File: src/rtl/matmul_seq_scheduler.sv
// Sequencer that drives one shared dot-product unit to build an L x N matrix product
// one element at a time, in row-major order.
module matmul_seq_scheduler #(
    parameter int L       = 1,
    parameter int M       = 1,
    parameter int N       = 1,
    parameter int DOT_LAT = 1
) (
    input  logic              clk,
    input  logic              rst_n,
    input  logic              start,
    input  logic [32*L*M-1:0] A,
    input  logic [32*N*M-1:0] B_T,
    output logic              busy,
    output logic              done,
    output logic [32*M-1:0]   vec_a,
    output logic [32*M-1:0]   vec_b,
    input  logic [31:0]       dot_res,
    output logic [32*L*N-1:0] result
);

    localparam int CA_W = (L > 1) ? $clog2(L) : 1;
    localparam int CB_W = (N > 1) ? $clog2(N) : 1;
    localparam int WC_W = (DOT_LAT > 1) ? $clog2(DOT_LAT) : 1;

    typedef enum logic [1:0] {
        IDLE = 2'd0,
        LOAD = 2'd1,
        WAIT = 2'd2,
        DONE = 2'd3
    } state_t;

    state_t              state_q, state_d;
    logic [32*L*M-1:0]   a_buf_q, a_buf_d;
    logic [32*N*M-1:0]   b_buf_q, b_buf_d;
    logic [32*M-1:0]     vec_a_q, vec_a_d;
    logic [32*M-1:0]     vec_b_q, vec_b_d;
    logic [32*L*N-1:0]   result_q, result_d;
    logic [CA_W-1:0]     cnt_a_q, cnt_a_d;
    logic [CB_W-1:0]     cnt_b_q, cnt_b_d;
    logic [WC_W-1:0]     wait_cnt_q, wait_cnt_d;

    logic                lat_reached;
    logic                last_elem;

    assign lat_reached = (wait_cnt_q == WC_W'(DOT_LAT - 1));
    assign last_elem   = (cnt_a_q == CA_W'(L - 1)) && (cnt_b_q == CB_W'(N - 1));

    always_ff @(posedge clk or negedge rst_n) begin
        if (!rst_n) begin
            state_q    <= IDLE;
            a_buf_q    <= '0;
            b_buf_q    <= '0;
            vec_a_q    <= '0;
            vec_b_q    <= '0;
            result_q   <= '0;
            cnt_a_q    <= '0;
            cnt_b_q    <= '0;
            wait_cnt_q <= '0;
        end else begin
            state_q    <= state_d;
            a_buf_q    <= a_buf_d;
            b_buf_q    <= b_buf_d;
            vec_a_q    <= vec_a_d;
            vec_b_q    <= vec_b_d;
            result_q   <= result_d;
            cnt_a_q    <= cnt_a_d;
            cnt_b_q    <= cnt_b_d;
            wait_cnt_q <= wait_cnt_d;
        end
    end

    always_comb begin
        state_d = state_q;
        case (state_q)
            IDLE:    if (start) state_d = LOAD;
            LOAD:    state_d = WAIT;
            WAIT:    if (lat_reached) state_d = last_elem ? DONE : LOAD;
            DONE:    state_d = IDLE;
            default: state_d = IDLE;
        endcase
    end

    // Datapath updates keyed on the current state; everything else holds.
    always_comb begin
        a_buf_d    = a_buf_q;
        b_buf_d    = b_buf_q;
        vec_a_d    = vec_a_q;
        vec_b_d    = vec_b_q;
        result_d   = result_q;
        cnt_a_d    = cnt_a_q;
        cnt_b_d    = cnt_b_q;
        wait_cnt_d = wait_cnt_q;
        case (state_q)
            IDLE: begin
                if (start) begin
                    a_buf_d  = A;
                    b_buf_d  = B_T;
                    result_d = '0;
                    cnt_a_d  = '0;
                    cnt_b_d  = '0;
                end
            end
            LOAD: begin
                vec_a_d    = a_buf_q[32*M*int'(cnt_a_q) +: 32*M];
                vec_b_d    = b_buf_q[32*M*int'(cnt_b_q) +: 32*M];
                wait_cnt_d = '0;
            end
            WAIT: begin
                if (!lat_reached) begin
                    wait_cnt_d = wait_cnt_q + 1'b1;
                end else begin
                    result_d[32*(int'(cnt_a_q)*N + int'(cnt_b_q)) +: 32] = dot_res;
                    if (!last_elem) begin
                        if (cnt_b_q == CB_W'(N - 1)) begin
                            cnt_b_d = '0;
                            cnt_a_d = cnt_a_q + 1'b1;
                        end else begin
                            cnt_b_d = cnt_b_q + 1'b1;
                        end
                    end
                end
            end
            default: ;
        endcase
    end

    always_comb begin
        busy = (state_q != IDLE);
        done = (state_q == DONE);
    end

    assign vec_a  = vec_a_q;
    assign vec_b  = vec_b_q;
    assign result = result_q;

endmodule

File: config.mk
export PLATFORM = sky130hd
export DESIGN_NAME = matmul_seq_scheduler
export DESIGN_NICKNAME = d
export VERILOG_FILES = /design/src/rtl/matmul_seq_scheduler.sv
export SDC_FILE = /design/constraint.sdc
export NUM_CORES = 1
export LEC_CHECK = 0
export CORE_MARGIN = 2
export CORE_UTILIZATION = 45
export DETAILED_ROUTE_END_ITERATION = 10
export HOLD_SLACK_MARGIN = 0.02
export PLACE_DENSITY_LB_ADDON = 0.1
export SYNTH_ARGS = -nofsm -noshare
export SYNTH_HDL_FRONTEND = slang
export SYNTH_SLANG_ARGS = --single-unit
File: constraint.sdc
create_clock -name clk -period 1.6 [get_ports clk]
set_input_delay 0.32 -clock clk [delete_from_list [all_inputs] [get_ports clk]]
set_output_delay 0.32 -clock clk [all_outputs]
set_load 0.1 [all_outputs]
==> results.ini, run 1 <==
[critical_path]
crit_arrival_ps = 1360
r2r_start = state_q[1]$_DFFE_PN0P_
path_class = reg -> out
critPathCapture = busy
r2r_slack_ps = -10
r2r-end = vec_a[13]$_DFFE_PN0N_
worst_r2r_path_depth = 6
critPathLaunchType = register
end_kind = output pin
setup.worst_path.start = state_q[0]$_DFFE_PN0P_
cp_max_fo = 3
required_ps = 1280

[logic_synthesis]
synth_cell_types = 18
yosysMostFrequentCell = dfrtp_1
synth-xor-area-share_pct = 0
yosys-top-cells-count = dfrtp_1, mux2_2, nor2b_1
ys_seq_area_share_pct = 60.4
synthArstFlopShare_pct = 100
synth.largest_area_cell = dfrtp_1
synth.area.mux_share_pct = 21.3
syn_area_um2 = 6760
ys_top_cells_by_area = dfrtp_1, mux2_2, nor2b_1, a221o_1, and3_1
synth_top_flop_cell = dfrtp_1
synth-simple-area-share_pct = 9.67
synth_edf_count = 0
syn_avg_cell_area_um2 = 14.5
synth-adder-area-share_pct = 0
ys_ff_latch = 163
ys_warn_count = 0
syn_nets = 564
synth_top_family_by_area = multiplexers
synth_compound_area_share_pct = 5.13
synth_top_area_share_pct = 60.4
synthCells = 465

[timing]
setup_viol = 11
fin_ws_ps = -77.4
grt_setup_unrepaired = true
relSlewSlack_pct = 48.7
tightest_slew_ps = 767
fin_skew_ps = 10.3
period_share_pct = 105
period_needed_ps = 1680
finalHoldViolations = 0
max_freq_mhz = 596
drv_slew = 0

[route]
wl_per_cell_um = 20.0
vias = 4728
first_iter_violations = 244
firstDrtPassIters = 5
wl_mm = 17.6
ant_nets = 0
drcViolationCount = 0
via_per_inst = 5.37

[global_routing]
grt.overflow.total = 0
grt_max_degree = 67
antenna_found_initial = 0
grt_first_pass_wirelength_mm = 26.1
grt_pass1_vias = 4985
grt_usage_pct = 20.6

[floorplanning]
die-area_um2 = 16000
die_x_um = 127
die_height_um = 127
design.core.area_um2 = 14600
rows = 44
ios = 197
initial_utilization_pct = 46.3

[run_status]
violations = setup timing
status = complete, but fails checks

[placed_design]
dp_hpwl_mm = 10.9
port-buffer-count = 196
place_congestion = 0.749

[cts]
path_clk_slew_ps = 60
htreeDepth = 4
cts_tree = yes
cts.path.max_buffers = 2
cts_root_buffer = clkbuf_16
cts.sinks = 163
clk_latency_ps = 420
cts_buffers = 17

[min_path]
hold_class = in -> async

[layout]
n_fill_cell = 876
utilization_pct = 76.4
diodes = 0
drive_gt1_share_pct = 41.8
area_delta_synth_final_pct = 65.0
nets = 783

[job]
cap_violations = 0

[critical path, stage by stage, from the launching register on]
cell     delay, ps
dfrtp_1        390
buf_6          130
or2_4          250
buf_12         160
[how the worst min path moves through the flow]
stage / startpoint / end
CTS: rst_n / vec_a[23]$_DFFE_PN0N_
global route: rst_n / vec_a[23]$_DFFE_PN0N_
finish: rst_n / vec_a[23]$_DFFE_PN0N_
floorplan: rst_n / a_buf_q[0]$_DFFE_PN0P_
detailed placement: rst_n / vec_a[23]$_DFFE_PN0N_
global placement: rst_n / vec_a[23]$_DFFE_PN0N_
[placed cells by master, fill, tap and decap left out, types with 13 or more instances in the layout]
| cell | count |
|---|---|
| clkdlybuf4s50_1 | 97 |
| buf_4 | 13 |
| clkbuf_16 | 23 |
| a221o_1 | 32 |
| nor2b_1 | 60 |
| dfrtp_1 | 161 |
| buf_12 | 112 |
| and3_1 | 32 |
| mux2_2 | 59 |
| mux2_4 | 59 |
[area by class of cell]
class	count	area, µm²	area share (%)
flip-flops and latches	163	4080	36.6
repair buffers	236	3570	32.0
multi-input cells	265	2690	24.1
clock buffers	23	468	4.20
well taps	184	230	2.07
clock inverters	8	104	0.932
inverters	1	3.75	0.0337
[kinds of logic (layout without fill, tap and decap cells)]
group	after synthesis	count (layout)
and+or+nand+nor	103	103
DFF	163	163
AOI/OAI and AO/OA	34	34
muxes	128	128
buffers and inverters	37	268
[stage by stage]
stage          setup TNS [ps]  hold WS, ps  cell area (µm²)  worst slack [ps]  cells
6_report                 -155          339            11100             -77.4    880
5_1_grt                 -2190          352            11100              -115    880
4_1_cts                  -913          335            10700             -90.8    868
3_5_place_dp           -23570          203            10000              -324    832
3_3_place_gp           -20810          204            10000              -266    832
2_1_floorplan               0         24.4             6760              47.9    465
[per-layer routing]
layer  vias up  GRT usage [%]  routed length (µm)  share of wire [%]
li1       2090              -                   -                  -
met1      2451           26.2                7620                 43
met2       164           33.9                8590                 49
met3        23           5.99                1090                6.2
met4         0           7.30                 284                1.6
met5         -              0                   0                  0
[state kept, by name, indices dropped and copies added (netlist names)]
signal	flops
a_buf_q	32
b_buf_q	32
cnt_a_q	1
result	32
state_q	2
vec_a	32
vec_b	32
[repair_timing]
item,4_1_cts,5_1_grt
setup buffers,4,3
pin swaps,0,1
hold endpoints to repair,20,0
cloned,0,9
gates resized for setup,7,65
setup endpoints to repair,34,120
hold buffers,1,0
Power of run 1 is left out: the tool's default activity adds up to more than one toggle a clock period on the data nets, which glitch-free logic cannot reach.
==> inputs of run 2 (changes only) <==
--- a/config.mk
+++ b/config.mk
@@ -13,3 +13,4 @@
 export SYNTH_ARGS = -nofsm -noshare
 export SYNTH_HDL_FRONTEND = slang
 export SYNTH_SLANG_ARGS = --single-unit
+export TNS_END_PERCENT = 30
==> run 2 against run 1 <==
Wire length down 5.9%. Core utilization is 1.7 points lower. First-iteration DRC count is 9.8% lower. The run still ends with setup timing left. Maximum frequency shrank 2.9%. Clock skew down 0.59 ps. Non-clock buffer count is 2 lower. Critical path type unchanged. Via count fell by 2.5%. Final cell count decreased by 0.23%. Hold slack worse by 2.6 ps.
==> results.ini, run 2 (synthesis gave the netlist of run 1 again) <==
[timing]
relSlewSlack_pct = 47.9  ; was 48.7%
fin_skew_ps = 9.71  ; was 10.3 ps
finalHoldViolations = 0  ; unchanged
period_share_pct = 108  ; was 105%
drv_slew = 0  ; unchanged
hold_ws_ps = 336  ; was 339 ps
setup_viol = 129  ; was 11
max_freq_mhz = 579  ; was 596 MHz
grt_setup_unrepaired = true  ; unchanged
tightest_slew_ps = 780  ; was 767 ps
period_needed_ps = 1730  ; was 1680 ps
fin_ws_ps = -127  ; was -77.4 ps

[global_routing]
grt_pass1_vias = 4942  ; was 4985
grt_first_pass_wirelength_mm = 25.8  ; was 26.1 mm
antenna_found_initial = 0  ; unchanged
grt_max_degree = 67  ; unchanged
grt.overflow.total = 0  ; unchanged
grt_usage_pct = 20.4  ; was 20.6%

[cts]
path_clk_slew_ps = 60  ; about the same
cts_tree = yes  ; unchanged
cts_root_buffer = clkbuf_16  ; unchanged
cts.sinks = 163  ; unchanged
cts.path.max_buffers = 2  ; unchanged
htreeDepth = 4  ; unchanged
cts_buffers = 17  ; unchanged
clk_latency_ps = 420  ; about the same

[critical_path]
worst_r2r_path_depth = 6  ; unchanged
r2r_start = state_q[1]$_DFFE_PN0P_  ; unchanged
required_ps = 1280  ; about the same
cp_max_fo = 5  ; was 3
end_kind = output pin  ; unchanged
critPathLaunchType = register  ; unchanged
path_class = reg -> out  ; unchanged
critPathMaxStageDelay_ps = 440  ; was 390 ps
crit_chain = buf_8 > or2_4 > buf_12  ; was buf_6 > or2_4 > buf_12
crit_arrival_ps = 1410  ; was 1360 ps
r2r_slack_ps = -120  ; was -10 ps
r2r-end = b_buf_q[0]$_DFFE_PN0P_  ; was vec_a[13]$_DFFE_PN0N_
slowest_stage = dfrtp_2  ; was dfrtp_1

[layout]
area_delta_synth_final_pct = 61.4  ; was 65.0%
design_area_um2 = 10900  ; was 11100 µm²
layout_common_cells = dfrtp_1, buf_12, clkdlybuf4s50_1  ; unchanged
diodes = 0  ; unchanged
drive_gt1_share_pct = 42.2  ; was 41.8%
nets = 781  ; was 783
utilization_pct = 74.7  ; was 76.4%
final_common_cell = dfrtp_1  ; unchanged

[floorplanning]
ios = 197  ; unchanged
die_x_um = 127  ; unchanged
die_height_um = 127  ; unchanged
die-area_um2 = 16000  ; unchanged
rows = 44  ; unchanged
initial_utilization_pct = 46.3  ; unchanged
design.core.area_um2 = 14600  ; unchanged

[placed_design]
dp_hpwl_mm = 10.9  ; unchanged
dpl-instance-area_um2 = 10000  ; unchanged
place_congestion = 0.749  ; unchanged
place_ws_ps = -324  ; unchanged
port-buffer-count = 196  ; unchanged

[route]
firstDrtPassIters = 6  ; was 5
via_per_inst = 5.25  ; was 5.37
drcViolationCount = 0  ; unchanged
ant_nets = 0  ; unchanged
first_iter_violations = 220  ; was 244
wl_per_cell_um = 18.8  ; was 20.0 µm
vias = 4609  ; was 4728
wl_mm = 16.5  ; was 17.6 mm

[job]
cap_violations = 0  ; unchanged

[run_status]
violations = setup timing  ; unchanged
status = complete, but fails checks  ; unchanged

[min_path]
hold_class = in -> async  ; unchanged

[run 2: cell count changes in the layout (fill, tap and decap cells not counted), moves of 2 or more]
cell / before / now
clkbuf_16: 23 / 18
mux2_1: 10 / 7
buf_6: 5 / 2
mux2_2: 59 / 85
buf_4: 13 / 22
mux2_4: 59 / 36
buf_12: 112 / 110
[run 2: cell type report]
class	count	area, µm²
Tap cell	184	230
Clock inverter	8	104
Inverter	1	3.75
Clock buffer	23	468
Timing Repair Buffer	234	3410
Sequential cell	163	4080
Multi-Input combinational cell	265	2600
Fill cell	892	3690
[run 2: how the worst max path moves through the flow]
stage,from,endpoint,slack (ps),cells after the start
floorplan,state_q[0]$_DFFE_PN0P_,done,50,3
global placement,state_q[1]$_DFFE_PN0P_,result[20]$_DFFE_PN0P_,-270,2
finish,state_q[0]$_DFFE_PN0P_,busy,-130,3
global route,state_q[1]$_DFFE_PN0P_,b_buf_q[0]$_DFFE_PN0P_,-180,6
detailed placement,state_q[1]$_DFFE_PN0P_,result[26]$_DFFE_PN0P_,-320,2
CTS,state_q[0]$_DFFE_PN0P_,busy,-190,3
[run 2: per-stage QoR]
stage / std cells / setup TNS, ps
3_5_place_dp: 832 / -23570
6_report: 878 / -6650
5_1_grt: 878 / -14870
4_1_cts: 864 / -358
3_3_place_gp: 832 / -20810
2_1_floorplan: 465 / 0
[run 2: worst max-delay path, delay by kind of cell (launching register included)]
kind,cells,cell delay (ps)
flops,1,440
simple gates,1,230
buf+inv,2,300
[run 2: routing by layer]
layer	track usage (%)	wire length, µm
met4	7.05	269
met2	33.5	8170
met1	26.1	7030
met3	5.99	1070
met5	0	0
[run 2: repair_timing]
| item | 4_1_cts | 5_1_grt |
|---|---|---|
| endpoints found under the hold margin | 20 | 0 |
| setup endpoints to repair | 34 | 2 |
| buffers inserted | 0 | 13 |
| gates resized for setup | 4 | 39 |
| hold buffers | 1 | 0 |
| cloned | 0 | 1 |
| pin swaps | 0 | 1 |
Power of run 2 is left out for the same reason.
